**config.mk**
```make
export PLATFORM = sky130hd
export DESIGN_NAME = coin_dispense_ctrl
export DESIGN_NICKNAME = d
export VERILOG_FILES = /design/src/rtl/coin_dispense_ctrl.sv
export SDC_FILE = /design/constraint.sdc
export NUM_CORES = 1
export LEC_CHECK = 0
export CAP_MARGIN = 20
export CELL_PAD_IN_SITES_DETAIL_PLACEMENT = 1
export CELL_PAD_IN_SITES_GLOBAL_PLACEMENT = 1
export CORE_AREA = 2 2 95 97
export DETAILED_ROUTE_END_ITERATION = 8
export DIE_AREA = 0 0 97 99
export PLACE_DENSITY = 0.95
export RECOVER_POWER = 50
export SYNTH_ARGS = -nofsm -noshare
export SYNTH_HDL_FRONTEND = slang
export SYNTH_SLANG_ARGS = --single-unit
```
**constraint.sdc**
```tcl
create_clock -name clk -period 5.2 [get_ports clk]
set_input_delay 1.3 -clock clk [delete_from_list [all_inputs] [get_ports clk]]
set_output_delay 1.3 -clock clk [all_outputs]
set_load 0.05 [all_outputs]
```
**src/rtl/coin_dispense_ctrl.sv**
```systemverilog
// Coin payout sequencer: pays out a change amount by pulsing the quarter,
// dime and nickel ejector solenoids one coin at a time. Coins are chosen
// greedily from the tube inventory. A shortfall is flagged when the change
// cannot be made exactly.
module coin_dispense_ctrl #(
    parameter int PULSE_CYC = 4,
    parameter int GAP_CYC   = 2
) (
    input  logic       clk,
    input  logic       reset,
    input  logic       start,
    input  logic [7:0] amount,
    input  logic       load_inv,
    input  logic [7:0] inv_q,
    input  logic [7:0] inv_d,
    input  logic [7:0] inv_n,
    output logic       busy,
    output logic       done,
    output logic       short,
    output logic       relq,
    output logic       reld,
    output logic       reln,
    output logic [7:0] rem,
    output logic [7:0] cnt_q,
    output logic [7:0] cnt_d,
    output logic [7:0] cnt_n
);

    typedef enum logic [2:0] {IDLE, SELECT, PULSE, GAP, DONE} state_t;
    typedef enum logic [1:0] {COIN_NONE, COIN_Q, COIN_D, COIN_N} coin_t;

    localparam logic [7:0] PULSE_LAST = 8'(PULSE_CYC - 1);
    localparam logic [7:0] GAP_LAST   = 8'(GAP_CYC - 1);

    state_t     state;
    state_t     next_state;
    coin_t      coin;
    coin_t      pick;
    coin_t      active_coin;
    logic [7:0] timer;
    logic       busy_next;
    logic       done_next;
    logic       relq_next;
    logic       reld_next;
    logic       reln_next;

    // Greedy coin choice: largest coin that fits the remainder and is in stock
    always_comb begin
        pick = COIN_NONE;
        if (rem >= 8'd25 && cnt_q != 8'd0) begin
            pick = COIN_Q;
        end else if (rem >= 8'd10 && cnt_d != 8'd0) begin
            pick = COIN_D;
        end else if (rem >= 8'd5 && cnt_n != 8'd0) begin
            pick = COIN_N;
        end
    end

    // State register
    always_ff @(posedge clk or negedge reset) begin
        if (!reset) begin
            state <= IDLE;
        end else begin
            state <= next_state;
        end
    end

    // Next-state logic; load_inv wins over a simultaneous start
    always_comb begin
        next_state = state;
        case (state)
            IDLE:    if (!load_inv && start) next_state = SELECT;
            SELECT:  next_state = (pick != COIN_NONE) ? PULSE : DONE;
            PULSE:   if (timer == PULSE_LAST) next_state = GAP;
            GAP:     if (timer == GAP_LAST) next_state = SELECT;
            DONE:    next_state = IDLE;
            default: next_state = IDLE;
        endcase
    end

    // Cycle counter for pulse and gap widths, cleared on every state change
    always_ff @(posedge clk or negedge reset) begin
        if (!reset) begin
            timer <= 8'd0;
        end else if (next_state != state) begin
            timer <= 8'd0;
        end else if (state == PULSE || state == GAP) begin
            timer <= timer + 8'd1;
        end else begin
            timer <= 8'd0;
        end
    end

    // Inventory, remainder, selected coin and shortfall flag
    always_ff @(posedge clk or negedge reset) begin
        if (!reset) begin
            rem   <= 8'd0;
            cnt_q <= 8'd0;
            cnt_d <= 8'd0;
            cnt_n <= 8'd0;
            coin  <= COIN_NONE;
            short <= 1'b0;
        end else begin
            case (state)
                IDLE: begin
                    if (load_inv) begin
                        cnt_q <= inv_q;
                        cnt_d <= inv_d;
                        cnt_n <= inv_n;
                    end else if (start) begin
                        rem   <= amount;
                        short <= 1'b0;
                    end
                end
                SELECT: begin
                    coin <= pick;
                    case (pick)
                        COIN_Q: begin
                            rem   <= rem - 8'd25;
                            cnt_q <= cnt_q - 8'd1;
                        end
                        COIN_D: begin
                            rem   <= rem - 8'd10;
                            cnt_d <= cnt_d - 8'd1;
                        end
                        COIN_N: begin
                            rem   <= rem - 8'd5;
                            cnt_n <= cnt_n - 8'd1;
                        end
                        default: short <= (rem != 8'd0);
                    endcase
                end
                default: ;
            endcase
        end
    end

    // Output decode from the upcoming state so the registered outputs line up with it
    always_comb begin
        active_coin = (state == SELECT) ? pick : coin;
        busy_next   = (next_state == SELECT) || (next_state == PULSE) || (next_state == GAP);
        done_next   = (next_state == DONE);
        relq_next   = (next_state == PULSE) && (active_coin == COIN_Q);
        reld_next   = (next_state == PULSE) && (active_coin == COIN_D);
        reln_next   = (next_state == PULSE) && (active_coin == COIN_N);
    end

    // Output registers keep solenoid drives glitch-free; reset drops them at once
    always_ff @(posedge clk or negedge reset) begin
        if (!reset) begin
            busy <= 1'b0;
            done <= 1'b0;
            relq <= 1'b0;
            reld <= 1'b0;
            reln <= 1'b0;
        end else begin
            busy <= busy_next;
            done <= done_next;
            relq <= relq_next;
            reld <= reld_next;
            reln <= reln_next;
        end
    end

endmodule

```
==> run_summary.xml <==
<?xml version="1.0" encoding="UTF-8"?>
<metrics>
  <group name="finish">
    <metric name="layout-drive-gt1-share" unit="%">5.43</metric>
    <metric name="final_cell_mix" unit="">sky130_fd_sc_hd__clkdlybuf4s50_1, sky130_fd_sc_hd__nor2_1, sky130_fd_sc_hd__dfrtp_1, sky130_fd_sc_hd__o21ai_0, sky130_fd_sc_hd__a21oi_1</metric>
    <metric name="sequential_cell_area" unit="um2">1280</metric>
    <metric name="finalNetCount" unit="">526</metric>
    <metric name="fin_area" unit="um2">4300</metric>
    <metric name="multi_input_area" unit="um2">1980</metric>
    <metric name="final_common_cell" unit="">sky130_fd_sc_hd__clkdlybuf4s50_1</metric>
    <metric name="final_core_utilization" unit="%">50.3</metric>
    <metric name="synthToLayoutAreaGrowth" unit="%">26.1</metric>
    <metric name="n_antenna_cell" unit="">0</metric>
    <metric name="fillers" unit="">1024</metric>
  </group>
  <group name="cts">
    <metric name="cts_setup_buffers" unit="">0</metric>
    <metric name="clockBufferDepth" unit="">2</metric>
    <metric name="postCtsResizedCells" unit="">0</metric>
    <metric name="cts_buffers" unit="">5</metric>
    <metric name="cts.reportedPaths.clkPinSlew" unit="ns">0.11</metric>
    <metric name="number_of_buffers_added_to_fix_hold_violations_after_cts" unit="">0</metric>
    <metric name="number_of_sinks_on_the_clock_net" unit="">51</metric>
    <metric name="cts_tree" unit="">done</metric>
    <metric name="clock_tree.root_cell" unit="">sky130_fd_sc_hd__clkbuf_8</metric>
    <metric name="clock_insertion_delay_at_the_later_pin_of_the_skew_report" unit="ns">0.33</metric>
    <metric name="cts_htree_levels" unit="">2</metric>
  </group>
  <group name="yosys">
    <metric name="synth-xor-area-share" unit="%">2.57</metric>
    <metric name="synthesis.yosys.warnings" unit="">0</metric>
    <metric name="ys_seq_elements" unit="">51</metric>
    <metric name="syn_avg_cell_area" unit="um2">8.24</metric>
    <metric name="synth_top_family_by_area" unit="">compound AO/OA/AOI/OAI gates</metric>
    <metric name="synthFlopType" unit="">sky130_fd_sc_hd__dfrtp_1</metric>
    <metric name="synth_compound_area_share" unit="%">28.3</metric>
    <metric name="muxShareOfSynthArea" unit="%">0.880</metric>
    <metric name="postSynthNetCount" unit="">462</metric>
    <metric name="synth_cell_types" unit="">63</metric>
    <metric name="syn_area" unit="um2">3410</metric>
    <metric name="synthSimpleGateAreaFrac" unit="%">21.8</metric>
    <metric name="post_synth_fa_ha_maj_area_fraction" unit="%">4.40</metric>
    <metric name="synth_async_sr_flop_share" unit="%">100</metric>
    <metric name="synth-seq-area-share" unit="%">37.4</metric>
    <metric name="postSynthCellCount" unit="">414</metric>
    <metric name="synth_edf_count" unit="">0</metric>
  </group>
  <group name="timing">
    <metric name="fin_crit_sh" unit="%">69.0</metric>
    <metric name="max_slew_margin" unit="%">-90.6</metric>
    <metric name="worst_margin_slew" unit="ns">2.86</metric>
    <metric name="timing.fmax" unit="MHz">279</metric>
    <metric name="rsz_0062_raised_after_global_routing" unit="">false</metric>
    <metric name="postLayoutSetupSlackWorst" unit="ns">1.61</metric>
    <metric name="fin_worst_skew" unit="ns">0.00859</metric>
    <metric name="finalWorstPathRequiredPeriod" unit="ns">3.59</metric>
    <metric name="holdWs" unit="ns">0.526</metric>
    <metric name="fin_setup_tns" unit="ns">0</metric>
    <metric name="report.final.hold_viol_count" unit="">0</metric>
    <metric name="finalSetupViolations" unit="">0</metric>
    <metric name="timing_max_transition_violations_final" unit="">52</metric>
  </group>
  <group name="power_and_ir_drop">
    <metric name="worst_ir_drop_vdd" unit="uV">363</metric>
    <metric name="static_leakage_power" unit="nW">1.74</metric>
    <metric name="power.density" unit="nW/um2">667</metric>
  </group>
  <group name="worst_setup_path">
    <metric name="crit_path_max_fanout" unit="">51</metric>
    <metric name="cp_data_arrival_time" unit="ns">3.41</metric>
    <metric name="end_kind" unit="">async pin</metric>
    <metric name="crit_type" unit="">in -&gt; async</metric>
    <metric name="critical-path-top-delay-family" unit="">buffers and inverters</metric>
    <metric name="timing.critical_path.cells" unit="">buf_2, clkbuf_1</metric>
    <metric name="cpMaxStageDelayCell" unit="">sky130_fd_sc_hd__clkbuf_1</metric>
    <metric name="critical_path.max_stage_delay" unit="ns">2.02</metric>
    <metric name="cp.buffers_inverters" unit="">2</metric>
    <metric name="critical_path.startpoint_type" unit="">input pin</metric>
    <metric name="worst-endpoint-required" unit="ns">5.03</metric>
  </group>
  <group name="drt">
    <metric name="total_routed_length" unit="um">11100</metric>
    <metric name="post-route-drc-count" unit="">0</metric>
    <metric name="vias" unit="">3484</metric>
    <metric name="detail_route.vias_per_cell" unit="">5.94</metric>
    <metric name="detailedRoute.firstIterationViolations" unit="">176</metric>
    <metric name="count_of_antenna_violating_nets_left_after_detailed_routing" unit="">0</metric>
    <metric name="drt_first_pass_iters" unit="">4</metric>
    <metric name="wire_per_inst" unit="um">19.0</metric>
  </group>
  <group name="place">
    <metric name="dpl_cell_area" unit="um2">4220</metric>
    <metric name="numPortBuffers" unit="">73</metric>
    <metric name="globalplace.congestion" unit="">0.956</metric>
    <metric name="pre_cts_slack" unit="ns">1.92</metric>
    <metric name="place_hpwl" unit="um">8110</metric>
  </group>
  <group name="floorplan">
    <metric name="io_pins" unit="">74</metric>
    <metric name="fp-row-count" unit="">34</metric>
    <metric name="initial_utilization" unit="%">39.9</metric>
    <metric name="area_enclosed_by_the_die_boundary" unit="um2">9600</metric>
    <metric name="chipHeight" unit="um">99</metric>
    <metric name="dieWidth" unit="um">97</metric>
    <metric name="core-area" unit="um2">8550</metric>
  </group>
  <group name="global_route">
    <metric name="groute.usage.overall" unit="%">23.7</metric>
    <metric name="global_route_wire_length_before_repair" unit="um">18800</metric>
    <metric name="antenna_found_initial" unit="">0</metric>
    <metric name="gr-total-overflow" unit="">0</metric>
    <metric name="maximum_number_of_pins_on_one_net_before_global_route_repair" unit="">60</metric>
    <metric name="grt_pass1_vias" unit="">3722</metric>
  </group>
  <group name="status">
    <metric name="violated_checks" unit="">capacitance limit, slew limit</metric>
    <metric name="status" unit="">finished, violations left</metric>
  </group>
  <group name="worst_hold_path">
    <metric name="hold_path.class" unit="">reg -&gt; reg</metric>
  </group>
  <group name="run">
    <metric name="max-cap-violations" unit="">1</metric>
  </group>
</metrics>
cell type report:
class	instances	area share (%)
multi-input cells	326	46.1
clock buffers	5	1.60
repair buffers	77	17.4
clock inverters	3	0.640
well taps	108	3.14
flip-flops and latches	51	29.7
inverters	17	1.48
path summary, 6_finish.rpt:
kind | start | endpoint | slack [ns] | depth (start not counted)
hold reg to reg | timer[0]$_DFF_PN0_ | timer[0]$_DFF_PN0_ | 0.53 | 1
setup / recovery | reset | rem[3]$_DFFE_PN0P_ | 1.61 | 2
max in group clk | rem[3]$_DFFE_PN0P_ | rem[3] | 2.04 | 1
setup reg to reg | cnt_q[0]$_DFFE_PN0P_ | cnt_n[0]$_DFFE_PN0P_ | 2.05 | 8
hold / removal | timer[0]$_DFF_PN0_ | timer[0]$_DFF_PN0_ | 0.53 | 1
min in group asynchronous | reset | cnt_n[1]$_DFFE_PN0P_ | 1.98 | 2
metrics by stage:
stage	std cells	power, W
global placement	579	0.00252
CTS	587	0.00287
detailed placement	579	0.00260
floorplan	414	0.00201
global route	587	0.00307
finish	587	0.00287
where the power goes:
part	internal (W)	total, W	leakage [nW]	switching [W]
sequential	0.000558	0.000805	0.629	0.000246
combinational	0.000606	0.00180	1.07	0.00119
clock	0.0000995	0.000263	0.0463	0.000164
cell usage after synthesis (2+ instances only):
| cell | n | share of area (%) |
|---|---|---|
| sky130_fd_sc_hd__o22a_1 | 2 | 0.51 |
| sky130_fd_sc_hd__mux2i_1 | 3 | 0.88 |
| sky130_fd_sc_hd__nand2_1 | 23 | 2.5 |
| sky130_fd_sc_hd__nand2b_1 | 5 | 0.92 |
| sky130_fd_sc_hd__nor4_1 | 5 | 0.92 |
| sky130_fd_sc_hd__nand3b_1 | 3 | 0.66 |
| sky130_fd_sc_hd__or2_2 | 4 | 0.73 |
| sky130_fd_sc_hd__o21ai_1 | 9 | 1.3 |
| sky130_fd_sc_hd__nand4_1 | 3 | 0.55 |
| sky130_fd_sc_hd__dfrtp_1 | 51 | 37 |
| sky130_fd_sc_hd__o32ai_1 | 3 | 0.77 |
| sky130_fd_sc_hd__ha_1 | 12 | 4.4 |
| sky130_fd_sc_hd__nand3_1 | 9 | 1.3 |
| sky130_fd_sc_hd__clkbuf_1 | 15 | 1.7 |
| sky130_fd_sc_hd__a22o_1 | 2 | 0.51 |
| sky130_fd_sc_hd__inv_1 | 16 | 1.8 |
| sky130_fd_sc_hd__nor2_1 | 62 | 6.8 |
| sky130_fd_sc_hd__xnor2_1 | 4 | 1.0 |
| sky130_fd_sc_hd__xor2_1 | 6 | 1.5 |
| sky130_fd_sc_hd__o31ai_1 | 4 | 0.88 |
| sky130_fd_sc_hd__a2111oi_0 | 2 | 0.51 |
| sky130_fd_sc_hd__o21ai_0 | 45 | 6.6 |
| sky130_fd_sc_hd__buf_6 | 2 | 0.66 |
| sky130_fd_sc_hd__a22oi_1 | 8 | 1.8 |
| sky130_fd_sc_hd__a21oi_1 | 28 | 4.1 |
| sky130_fd_sc_hd__o22ai_1 | 3 | 0.55 |
| sky130_fd_sc_hd__a221oi_1 | 2 | 0.51 |
| sky130_fd_sc_hd__a31oi_1 | 12 | 2.2 |
| sky130_fd_sc_hd__o31a_1 | 2 | 0.51 |
| sky130_fd_sc_hd__o21a_1 | 2 | 0.44 |
| sky130_fd_sc_hd__nor3_1 | 16 | 2.3 |
| sky130_fd_sc_hd__and3_1 | 5 | 0.92 |
| sky130_fd_sc_hd__nor2b_1 | 6 | 1.1 |
| sky130_fd_sc_hd__a211oi_1 | 4 | 0.88 |
| sky130_fd_sc_hd__or3_1 | 2 | 0.37 |
| sky130_fd_sc_hd__buf_2 | 3 | 0.44 |
| sky130_fd_sc_hd__and2_1 | 4 | 0.73 |
| sky130_fd_sc_hd__nor3b_1 | 2 | 0.44 |
layer usage:
metal | global-route usage [%] | up-vias | part of all wire, %
li1 | - | 1644 | -
met1 | 29.9 | 1722 | 42
met2 | 41.9 | 102 | 51
met3 | 3.69 | 16 | 4.8
met4 | 7.15 | 0 | 1.6
met5 | 0 | - | 0
registers in the layout, summed over array words and instances (netlist names):
register / cells
relq: 1
rem: 8
reld: 1
done: 1
coin: 2
busy: 1
timer: 8
cnt_d: 8
short: 1
state: 3
cnt_q: 8
cnt_n: 8
reln: 1
kinds of logic after synthesis:
group	Yosys count
adder cells (fa/ha/maj)	12
buffers and inverters	37
multiplexers	3
XOR/XNOR	10
AND/OR/NAND/NOR	154
AO/OA/AOI/OAI	147
flip-flops	51
Power figures use the tool's default switching activity.
